--- config.mk ---
export PLATFORM = sky130hd
export DESIGN_NAME = ysyx_23060332_lsu_flat
export DESIGN_NICKNAME = d
export VERILOG_FILES = /design/src/rtl/ysyx_23060332_lsu_pkg.sv /design/src/rtl/ysyx_23060332_lsu_if.sv /design/src/rtl/ysyx_23060332_lsu_align.sv /design/src/rtl/ysyx_23060332_lsu.sv /design/src/flat_wrapper.sv
export SDC_FILE = /design/constraint.sdc
export NUM_CORES = 1
export LEC_CHECK = 0
export BUFFER_PORTS_ARGS = -buffer_cell sky130_fd_sc_hd__buf_2
export CORE_ASPECT_RATIO = 2
export CORE_MARGIN = 2
export CORE_UTILIZATION = 50
export DETAILED_ROUTE_END_ITERATION = 10
export PLACE_DENSITY = 0.86
export SYNTH_ARGS = -nofsm -noshare
export SYNTH_HDL_FRONTEND = slang
export SYNTH_SLANG_ARGS = --single-unit
--- constraint.sdc ---
create_clock -name clk -period 3.38 [get_ports clk]
set_input_delay 0.845 -clock clk [delete_from_list [all_inputs] [get_ports clk]]
set_output_delay 0.845 -clock clk [all_outputs]
set_load 0.02 [all_outputs]
--- src/rtl/ysyx_23060332_lsu_pkg.sv ---
// Shared LSU definitions: funct3 load/store size codes, FSM state encoding, bus widths.
package ysyx_23060332_lsu_pkg;

    localparam int MemAddrBus = 32;
    localparam int MemDataBus = 32;

    localparam logic [2:0] LSU_B  = 3'b000;
    localparam logic [2:0] LSU_H  = 3'b001;
    localparam logic [2:0] LSU_W  = 3'b010;
    localparam logic [2:0] LSU_BU = 3'b100;
    localparam logic [2:0] LSU_HU = 3'b101;

    typedef enum logic [1:0] {
        S_IDLE   = 2'd0,
        S_WAIT   = 2'd1,
        S_ACCESS = 2'd2,
        S_RESP   = 2'd3
    } lsu_state_t;

endpackage

--- src/rtl/ysyx_23060332_lsu_if.sv ---
// LSU bus bundle: EXU request, data-memory port and WBU response in one interface.
interface ysyx_23060332_lsu_if;
    import ysyx_23060332_lsu_pkg::*;

    logic                  in_valid;
    logic                  in_ready;
    logic                  in_ren;
    logic                  in_wen;
    logic [2:0]            in_funct3;
    logic [MemAddrBus-1:0] in_addr;
    logic [MemDataBus-1:0] in_wdata;
    logic [4:0]            in_rd;

    logic                  mem_ren;
    logic                  mem_wen;
    logic [MemAddrBus-1:0] mem_raddr;
    logic [MemAddrBus-1:0] mem_waddr;
    logic [MemDataBus-1:0] mem_wdata;
    logic [7:0]            mem_wmask;
    logic [MemDataBus-1:0] mem_rdata;

    logic                  out_valid;
    logic                  out_ready;
    logic [MemDataBus-1:0] out_rdata;
    logic [4:0]            out_rd;
    logic                  out_err;

    modport master (
        output in_valid, in_ren, in_wen, in_funct3, in_addr, in_wdata, in_rd,
        output mem_rdata, out_ready,
        input  in_ready, mem_ren, mem_wen, mem_raddr, mem_waddr, mem_wdata, mem_wmask,
        input  out_valid, out_rdata, out_rd, out_err
    );

    modport slave (
        input  in_valid, in_ren, in_wen, in_funct3, in_addr, in_wdata, in_rd,
        input  mem_rdata, out_ready,
        output in_ready, mem_ren, mem_wen, mem_raddr, mem_waddr, mem_wdata, mem_wmask,
        output out_valid, out_rdata, out_rd, out_err
    );

endinterface

--- src/rtl/ysyx_23060332_lsu_align.sv ---
// Combinational byte-lane logic: store mask/shift and error check on the live request,
// sign/zero extension of the memory read data under the captured funct3.
module ysyx_23060332_lsu_align
    import ysyx_23060332_lsu_pkg::*;
(
    input  logic                  i_ren,
    input  logic                  i_wen,
    input  logic [2:0]            i_funct3,
    input  logic [1:0]            i_addr_lo,
    input  logic [MemDataBus-1:0] i_wdata,
    input  logic [2:0]            i_ld_funct3,
    input  logic [MemDataBus-1:0] i_rdata,
    output logic [7:0]            o_wmask,
    output logic [MemDataBus-1:0] o_wdata,
    output logic [MemDataBus-1:0] o_rdata,
    output logic                  o_err
);

    logic w_misalign;
    logic w_ld_legal;
    logic w_st_legal;

    always_comb begin
        w_misalign = 1'b0;
        case (i_funct3)
            LSU_H, LSU_HU: w_misalign = i_addr_lo[0];
            LSU_W:         w_misalign = |i_addr_lo;
            default:       w_misalign = 1'b0;
        endcase
    end

    assign w_ld_legal = i_funct3 inside {LSU_B, LSU_H, LSU_W, LSU_BU, LSU_HU};
    assign w_st_legal = i_funct3 inside {LSU_B, LSU_H, LSU_W};

    // A request with both ren and wen set is handled as a load.
    assign o_err = i_ren ? (~w_ld_legal | w_misalign) :
                   i_wen ? (~w_st_legal | w_misalign) : 1'b0;

    always_comb begin
        o_wmask = 8'h00;
        case (i_funct3)
            LSU_B:   o_wmask = 8'h01 << i_addr_lo;
            LSU_H:   o_wmask = 8'h03 << i_addr_lo;
            LSU_W:   o_wmask = 8'h0F;
            default: o_wmask = 8'h00;
        endcase
    end

    assign o_wdata = i_wdata << {i_addr_lo, 3'b000};

    always_comb begin
        o_rdata = i_rdata;
        case (i_ld_funct3)
            LSU_B:   o_rdata = {{24{i_rdata[7]}}, i_rdata[7:0]};
            LSU_H:   o_rdata = {{16{i_rdata[15]}}, i_rdata[15:0]};
            LSU_BU:  o_rdata = {24'h000000, i_rdata[7:0]};
            LSU_HU:  o_rdata = {16'h0000, i_rdata[15:0]};
            default: o_rdata = i_rdata;
        endcase
    end

endmodule

--- src/rtl/ysyx_23060332_lsu.sv ---
// Load/store unit: one request per handshake, LATENCY wait cycles, one-cycle memory strobe,
// result held in RESP until WBU accepts; in_ready only in IDLE (accept->out_valid LATENCY+2, errors 1).
module ysyx_23060332_lsu
    import ysyx_23060332_lsu_pkg::*;
#(
    parameter int LATENCY = 0
) (
    input  logic               clk,
    input  logic               rst,
    ysyx_23060332_lsu_if.slave bus
);

    localparam logic [3:0] LAT_M1 = 4'((LATENCY > 0) ? LATENCY - 1 : 0);

    lsu_state_t            r_state;
    lsu_state_t            w_next;
    logic [3:0]            r_cnt;
    logic [MemAddrBus-1:0] r_addr;
    logic [MemDataBus-1:0] r_wdata;
    logic [7:0]            r_wmask;
    logic [2:0]            r_funct3;
    logic                  r_ren;
    logic                  r_wen;
    logic [4:0]            r_rd;
    logic                  r_err;
    logic [MemDataBus-1:0] r_rdata;

    logic                  w_err;
    logic                  w_mem_op;
    logic                  w_access;
    logic [7:0]            w_wmask;
    logic [MemDataBus-1:0] w_wdata;
    logic [MemDataBus-1:0] w_rdata_ext;

    ysyx_23060332_lsu_align u_align (
        .i_ren       (bus.in_ren),
        .i_wen       (bus.in_wen),
        .i_funct3    (bus.in_funct3),
        .i_addr_lo   (bus.in_addr[1:0]),
        .i_wdata     (bus.in_wdata),
        .i_ld_funct3 (r_funct3),
        .i_rdata     (bus.mem_rdata),
        .o_wmask     (w_wmask),
        .o_wdata     (w_wdata),
        .o_rdata     (w_rdata_ext),
        .o_err       (w_err)
    );

    assign w_mem_op = bus.in_ren | bus.in_wen;
    assign w_access = (r_state == S_ACCESS);

    always_comb begin
        w_next = r_state;
        case (r_state)
            S_IDLE: begin
                if (bus.in_valid) begin
                    if (w_mem_op && !w_err) begin
                        w_next = (LATENCY > 0) ? S_WAIT : S_ACCESS;
                    end else begin
                        w_next = S_RESP;
                    end
                end
            end
            S_WAIT:   if (r_cnt == 4'd0) w_next = S_ACCESS;
            S_ACCESS: w_next = S_RESP;
            S_RESP:   if (bus.out_ready) w_next = S_IDLE;
            default:  w_next = S_IDLE;
        endcase
    end

    always_ff @(posedge clk) begin
        if (rst) begin
            r_state  <= S_IDLE;
            r_cnt    <= 4'd0;
            r_addr   <= '0;
            r_wdata  <= '0;
            r_wmask  <= 8'h00;
            r_funct3 <= 3'b000;
            r_ren    <= 1'b0;
            r_wen    <= 1'b0;
            r_rd     <= 5'd0;
            r_err    <= 1'b0;
            r_rdata  <= '0;
        end else begin
            r_state <= w_next;
            case (r_state)
                S_IDLE: begin
                    if (bus.in_valid) begin
                        r_cnt    <= LAT_M1;
                        r_addr   <= bus.in_addr;
                        r_wdata  <= w_wdata;
                        r_wmask  <= w_wmask;
                        r_funct3 <= bus.in_funct3;
                        r_ren    <= bus.in_ren;
                        r_wen    <= bus.in_wen & ~bus.in_ren;
                        r_rd     <= bus.in_rd;
                        r_err    <= w_err;
                        r_rdata  <= '0;
                    end
                end
                S_WAIT: begin
                    if (r_cnt != 4'd0) r_cnt <= r_cnt - 4'd1;
                end
                S_ACCESS: begin
                    if (r_ren) r_rdata <= w_rdata_ext;
                end
                default: ;
            endcase
        end
    end

    // Strobes are gated by rst so a reset landing on ACCESS never commits a write.
    assign bus.mem_ren   = w_access & r_ren & ~rst;
    assign bus.mem_wen   = w_access & r_wen & ~rst;
    assign bus.mem_wmask = (w_access & r_wen) ? r_wmask : 8'h00;
    assign bus.mem_raddr = r_addr;
    assign bus.mem_waddr = r_addr;
    assign bus.mem_wdata = r_wdata;

    assign bus.in_ready  = (r_state == S_IDLE);
    assign bus.out_valid = (r_state == S_RESP);
    assign bus.out_rdata = r_rdata;
    assign bus.out_rd    = r_rd;
    assign bus.out_err   = r_err;

endmodule

--- src/flat_wrapper.sv ---
// flat-port wrapper written by rule: the top's interface ports become plain ports
module ysyx_23060332_lsu_flat import ysyx_23060332_lsu_pkg::*;
#(
    parameter int LATENCY = 0
)
  (clk, rst, bus_in_valid, bus_in_ren, bus_in_wen, bus_in_funct3, bus_in_addr, bus_in_wdata, bus_in_rd, bus_mem_rdata, bus_out_ready, bus_in_ready, bus_mem_ren, bus_mem_wen, bus_mem_raddr, bus_mem_waddr, bus_mem_wdata, bus_mem_wmask, bus_out_valid, bus_out_rdata, bus_out_rd, bus_out_err);
  ysyx_23060332_lsu_if bus_i ();
  input  logic clk;
  input  logic rst;
  input wire logic [$bits(bus_i.in_valid)-1:0] bus_in_valid;
  input wire logic [$bits(bus_i.in_ren)-1:0] bus_in_ren;
  input wire logic [$bits(bus_i.in_wen)-1:0] bus_in_wen;
  input wire logic [$bits(bus_i.in_funct3)-1:0] bus_in_funct3;
  input wire logic [$bits(bus_i.in_addr)-1:0] bus_in_addr;
  input wire logic [$bits(bus_i.in_wdata)-1:0] bus_in_wdata;
  input wire logic [$bits(bus_i.in_rd)-1:0] bus_in_rd;
  input wire logic [$bits(bus_i.mem_rdata)-1:0] bus_mem_rdata;
  input wire logic [$bits(bus_i.out_ready)-1:0] bus_out_ready;
  output wire logic [$bits(bus_i.in_ready)-1:0] bus_in_ready;
  output wire logic [$bits(bus_i.mem_ren)-1:0] bus_mem_ren;
  output wire logic [$bits(bus_i.mem_wen)-1:0] bus_mem_wen;
  output wire logic [$bits(bus_i.mem_raddr)-1:0] bus_mem_raddr;
  output wire logic [$bits(bus_i.mem_waddr)-1:0] bus_mem_waddr;
  output wire logic [$bits(bus_i.mem_wdata)-1:0] bus_mem_wdata;
  output wire logic [$bits(bus_i.mem_wmask)-1:0] bus_mem_wmask;
  output wire logic [$bits(bus_i.out_valid)-1:0] bus_out_valid;
  output wire logic [$bits(bus_i.out_rdata)-1:0] bus_out_rdata;
  output wire logic [$bits(bus_i.out_rd)-1:0] bus_out_rd;
  output wire logic [$bits(bus_i.out_err)-1:0] bus_out_err;
  assign bus_i.in_valid = bus_in_valid;
  assign bus_i.in_ren = bus_in_ren;
  assign bus_i.in_wen = bus_in_wen;
  assign bus_i.in_funct3 = bus_in_funct3;
  assign bus_i.in_addr = bus_in_addr;
  assign bus_i.in_wdata = bus_in_wdata;
  assign bus_i.in_rd = bus_in_rd;
  assign bus_i.mem_rdata = bus_mem_rdata;
  assign bus_i.out_ready = bus_out_ready;
  assign bus_in_ready = bus_i.in_ready;
  assign bus_mem_ren = bus_i.mem_ren;
  assign bus_mem_wen = bus_i.mem_wen;
  assign bus_mem_raddr = bus_i.mem_raddr;
  assign bus_mem_waddr = bus_i.mem_waddr;
  assign bus_mem_wdata = bus_i.mem_wdata;
  assign bus_mem_wmask = bus_i.mem_wmask;
  assign bus_out_valid = bus_i.out_valid;
  assign bus_out_rdata = bus_i.out_rdata;
  assign bus_out_rd = bus_i.out_rd;
  assign bus_out_err = bus_i.out_err;
  ysyx_23060332_lsu #(.LATENCY(LATENCY)) u_core (.clk(clk), .rst(rst), .bus(bus_i));
endmodule
; Yosys cells after proc, flatten, opt, wreduce, memory -nomap -nowiden
; Index checks and enable logic that the tools add are counted.
[op_classes]
shift = 3
n_eq_ne = 15
add_sub_neg = 1
mux = 17
n_reduce_logical = 17
n_bitwise = 12
[ops]
columns = cell, count
row1 = $pmux 32 s4, 1
row2 = $mux 32, 2
row3 = $pmux 32 s2, 1
row4 = $shl 32x5->32, 1
row5 = $pmux 8 s3, 1
row6 = $eq 3x3->1 const B, 4
row7 = $reduce_and 3->1, 3
row8 = $mux 4, 2
row9 = $mux 8, 1
row10 = $pmux 2 s4, 1
row11 = $pmux 4 s2, 1
row12 = $shl 1x2->8 const A, 1
row13 = $shl 2x2->8 const A, 1
row14 = $eq 3x1->1 const B, 2
row15 = $logic_not 3->1, 2
row16 = $mux 2, 3
row17 = $ne 2x1->1 const B, 3
row18 = $and 1x1->1, 5
row19 = $reduce_bool 5->1, 1
row20 = $eq 2x2->1 const B, 2
row21 = $logic_not 4->1, 1
row22 = $ne 2x2->1 const B, 2
row23 = $not 1->1, 4
row24 = $reduce_bool 2->1, 2
row25 = other kinds (13), 18
[word_totals]
output_inout_bits = 146
ff_bits = 121
wordCells = 76
inputBits = 110

; Depth between registers and ports, before layout
[logic_depth]
word_depth = 11
mapped_depth = 7
mapped_depth_nobuf = 5

; Cells and area by module
; Synthesis repeated with hierarchy kept, for this count alone.
[unflattened]
hier_cells = 716
area_unflattened_um2 = 5685.5
[modules_own_cells]
columns = mod, cells_each, instances, seq_area_each_um2, area_per_inst_um2
row1 = ysyx_23060332_lsu, 560, 1, 2422.3, 4673.2
row2 = ysyx_23060332_lsu_align, 156, 1, 0.0, 1012.2

; Least setup slack after synthesis
; OpenSTA, ideal clock, no wires.
[synth_timing]
kind = input to output
start = in rst
end = out bus_mem_ren
stages = 4
slack_ns = 0.704
n_path_buf = 3
arrival_ns = 1.831
t_required_ns = 2.535
cell_sequence = clkbuf_1 > nor4bb_1 > buf_2 > buf_1
[synth_via]
elab_chain_cells = 2
[synth_lines]
columns = element, line_no
row1 = start: declaration, flat_wrapper.sv:9  ; input logic rst;
row2 = $not 1->1, ysyx_23060332_lsu.sv:113  ; assign bus.mem_ren = w_access & r_ren & ~rst;
row3 = $and 1x1->1, ysyx_23060332_lsu.sv:113
row4 = end: declaration, flat_wrapper.sv:20  ; output wire logic [$bits(bus_i.mem_ren)-1:0] bus_mem_ren;
; Every way passes these cells.

; Worst setup path in the final report
[layout_timing]
start = reg u_core.r_state[1]
end = out bus_mem_ren
[layout_via]
elab_chain_cells = 3
[layout_lines]
columns = element, line_no
row1 = start: declaration, ysyx_23060332_lsu.sv:15  ; lsu_state_t r_state;
row2 = start signal: assignment, ysyx_23060332_lsu.sv:85  ; r_state <= w_next;
row3 = $eq 2x2->1, ysyx_23060332_lsu.sv:50  ; assign w_access = (r_state == S_ACCESS);
row4 = $and 1x1->1 (2 in a row), ysyx_23060332_lsu.sv:113
; Every way passes these cells.

==> impl_metrics.csv <==
group,metric,value,unit
status,status,"complete, no violations",
power,power_density,572.3,nW/um^2
critical_path,cp-end-kind,"output pin",
power,swShare,0.2839,
die,die_y,149.3,um
drt,dr_wl_met3,778,um
sta,min_period,2791,ps
clock_tree,clkSlewWorstSetupHoldPaths,60,ps
power,combPwrFrac,0.159,
yosys,synthFlopType,"dfxtp_1",
yosys,ys_seq_elements,118,
clock_tree,hold_buffers,0,
critical_path,cp_cell_sequence,"nor4bb_2 > buf_4 > buf_2",
clock_tree,cts.sinks,118,
die,coreArea,10410,sq um
critical_path,crit_arrival,1950,ps
placement,dpl.hpwl,10.85,mm
yosys,synth_edf_count,0,
layout,layout-drive-gt1-share,0.3791,
clock_tree,cts_tree,"built",
clock_tree,cts_buffer_depth,2,
clock_tree,htreeDepth,4,
drt,drt_iter0_drc,276,
sta,setup-violations-final,0,
drt,vias_per_cell,5.353,
yosys,yosysSeqAreaShare,0.4476,
drt,first_pass_iters,4,
power,p_clk_frac,0.453,
sta,setup_tns,0,ps
yosys,ys_types,48,
sta,relSlewSlack,0.2061,
die,ios,256,
grt,grt_pass1_vias,4871,
drt,wl_met1,5.544,mm
power,intPower,0.002833,W
critical_path,critPathBufInv,2,
sta,max_freq,358.3,MHz
critical_path,r2r_start,"u_core.r_state[1]$_SDFFE_PP0P_",
layout,final_nets,913,
yosys,netlist_area,5278,sq um
die,start_util,0.5069,
placement,dp_slack,821.6,ps
min_path,hp-start,"u_core.bus.mem_wdata[6]$_SDFFE_PP0P_",
power,power_frac_seq,0.388,
run,maxCapViolations,0,
clock_tree,cts_resized,0,
yosys,synth_largest_area_cell,"dfxtp_1",
placement,port_buffers,252,
critical_path,max_stage_delay,700,ps
placement,gp_congestion,0.8282,
clock_tree,root_buffer,"clkbuf_16",
yosys,yosys_warnings,0,
yosys,synth_area_leaders,"dfxtp_1 (45%), nand2_1 (9.2%), a21oi_1 (6.9%)",
drt,vias,5096,
sta,slew_violations,0,
critical_path,critPathLaunch,"u_core.r_state[1]$_SDFFE_PP0P_",
min_path,min_path_type,"register to register",
die,rows,53,
power,p_leak,3.233,nW
drt,top_layer,"met4",
critical_path,crit_fanout,20,
layout,utilization,0.6640,
layout,syn_to_final_growth,30.99,%
grt,grt_usage,0.2592,
sta,setup_ws,589.1,ps
grt,grt_max_degree,88,
layout,diodes,0,
layout,fillCellCount,923,
power,irDropWorstVdd,0.3728,mV
clock_tree,post_cts_buffers,0,
drt,dr_wl_met2,8.165,mm
sta,finalHoldViolations,0,
sta,worst_pin_slew,1186,ps
yosys,synth_top_area_frac,0.4476,
clock_tree,insertion_delay,400,ps
grt,overflow,0,
drt,drcViolationCount,0,
critical_path,reg2reg_slack,1140,ps
sta,period_share,0.8257,
power,power_switching,0.001123,W
critical_path,path_class,"register to output pin",
clock_tree,cts_buffers,17,
sta,fin_skew,11.23,ps
critical_path,cp_slowest_cell,"dfxtp_1",
drt,ant_nets,0,
critical_path,start_kind,"register",
yosys,synthArstFlopShare,0,
drt,drt_wl_total,15.15,mm
yosys,synthCells,608,
die,die_w,76.65,um
die,die_area,11440,sq um
yosys,synth.avg_cell_area,8.680,sq um
critical_path,path_delay_family,"flip-flops",
critical_path,cp.required,2530,ps
grt,grt_pass1_wl,23.62,mm
sta,rsz0062_at_grt,"no",
drt,wl_per_cell,15.92,um
grt,antenna_found_initial,0,
sequential cells by signal, indices dropped and copies added (netlist names):
register,count
u_core.r_cnt,4
u_core.r_ren,1
u_core.bus.mem_raddr,32
u_core.r_wen,1
u_core.r_funct3,3
u_core.bus.out_err,1
u_core.r_wmask,5
u_core.bus.out_rd,5
u_core.bus.out_rdata,32
u_core.bus.mem_wdata,32
u_core.r_state,2
final timing paths:
path	endpoint	cells after the start
max reg2reg	u_core.bus.out_rdata[30]$_SDFFE_PP0P_	4
min	u_core.bus.mem_wdata[6]$_SDFFE_PP0P_	2
min reg2reg	u_core.bus.mem_wdata[6]$_SDFFE_PP0P_	2
max	bus_mem_ren	3
cell type report:
| class | instances | area [sq um] | area share |
|---|---|---|---|
| clock buffer | 19 | 452.9 | 0.06552 |
| clock inverter | 13 | 147.6 | 0.02136 |
| inverter | 4 | 15.01 | 0.002172 |
| multi-input combinational | 400 | 2422 | 0.3504 |
| sequential | 118 | 2362 | 0.3417 |
| tap | 137 | 171.4 | 0.02480 |
| timing repair buffer | 261 | 1341 | 0.1940 |
routing by layer:
metal / global-route usage / vias to the layer above
li1: - / 2465
met1: 0.2759 / 2393
met2: 0.4628 / 199
met3: 0.05811 / 39
met4: 0.1555 / 0
met5: 0 / -
logic make-up (layout without fill, tap and decap cells):
group	Yosys count	count (layout)	share of synthesized area
AND/OR/NAND/NOR	219	219	0.1975
flip-flops	118	118	0.4476
buffers and inverters	92	297	0.09767
adder cells (fa/ha/maj)	1	1	0.002370
multiplexers	26	26	0.06875
other	1	3	0.0007106
AO/OA/AOI/OAI	151	151	0.1854
worst min-delay path, cell delays in order (launching register included):
cell	delay, ps
dfxtp_1	300
nand2_1	50
a21oi_1	50
cell usage after synthesis (2+ instances only):
| library cell | instances |
|---|---|
| a211oi_1 | 9 |
| a21o_1 | 2 |
| a21oi_1 | 73 |
| a22o_1 | 16 |
| a2bb2oi_1 | 8 |
| a31oi_1 | 2 |
| a32o_1 | 2 |
| and2_1 | 7 |
| buf_2 | 13 |
| buf_4 | 35 |
| buf_6 | 3 |
| clkbuf_1 | 36 |
| dfxtp_1 | 118 |
| inv_1 | 4 |
| mux2_2 | 2 |
| mux2i_1 | 16 |
| mux4_2 | 8 |
| nand2_1 | 129 |
| nand2b_1 | 5 |
| nand3_1 | 11 |
| nor2_1 | 13 |
| nor2b_1 | 21 |
| nor3_1 | 3 |
| nor3b_1 | 2 |
| nor4b_1 | 3 |
| nor4bb_1 | 3 |
| o21ai_0 | 13 |
| o21bai_1 | 2 |
| o2bb2ai_1 | 16 |
| or3_1 | 11 |
| or4_1 | 4 |
| or4b_2 | 2 |
per-stage QoR:
stage / total power, W / instance area [sq um] / hold WS, ps / std cells
floorplan: 0.001992 / 5285 / 427.3 / 610
global placement: 0.002179 / 6312 / 434.9 / 920
detailed placement: 0.002191 / 6312 / 439.6 / 920
CTS: 0.003984 / 6913 / 448.2 / 952
global route: 0.004110 / 6913 / 462.3 / 952
finish: 0.003957 / 6913 / 447.0 / 952
placed cells by master (no fill, tap or decap), types with 3 or more instances in the layout:
master      instances
a211oi_1            9
a21oi_1            72
a22o_1             16
a2bb2oi_1           8
and2_1              7
buf_2             252
buf_4               8
clkbuf_16          17
clkinv_4            4
clkinvlp_4          4
conb_1              3
dfxtp_1           118
inv_1               4
mux2i_1            16
mux4_2              8
nand2_1           129
nand2b_1            5
nand3_1            11
nor2_1             13
nor2b_1            21
nor3_1              3
nor4b_1             3
o21ai_0            13
o2bb2ai_1          16
or3_1              11
or4_1               4
power groups by stage:
stage	clock network, W	logic, W	registers [W]
after floorplan	0	0.000378	0.00161
after global placement	0	0.000618	0.00156
after detailed placement	0	0.000628	0.00156
after CTS	0.00182	0.000631	0.00153
after global routing	0.00188	0.000683	0.00155
final	0.00179	0.000629	0.00153
Note: power is estimated with default switching activity, not from simulation.
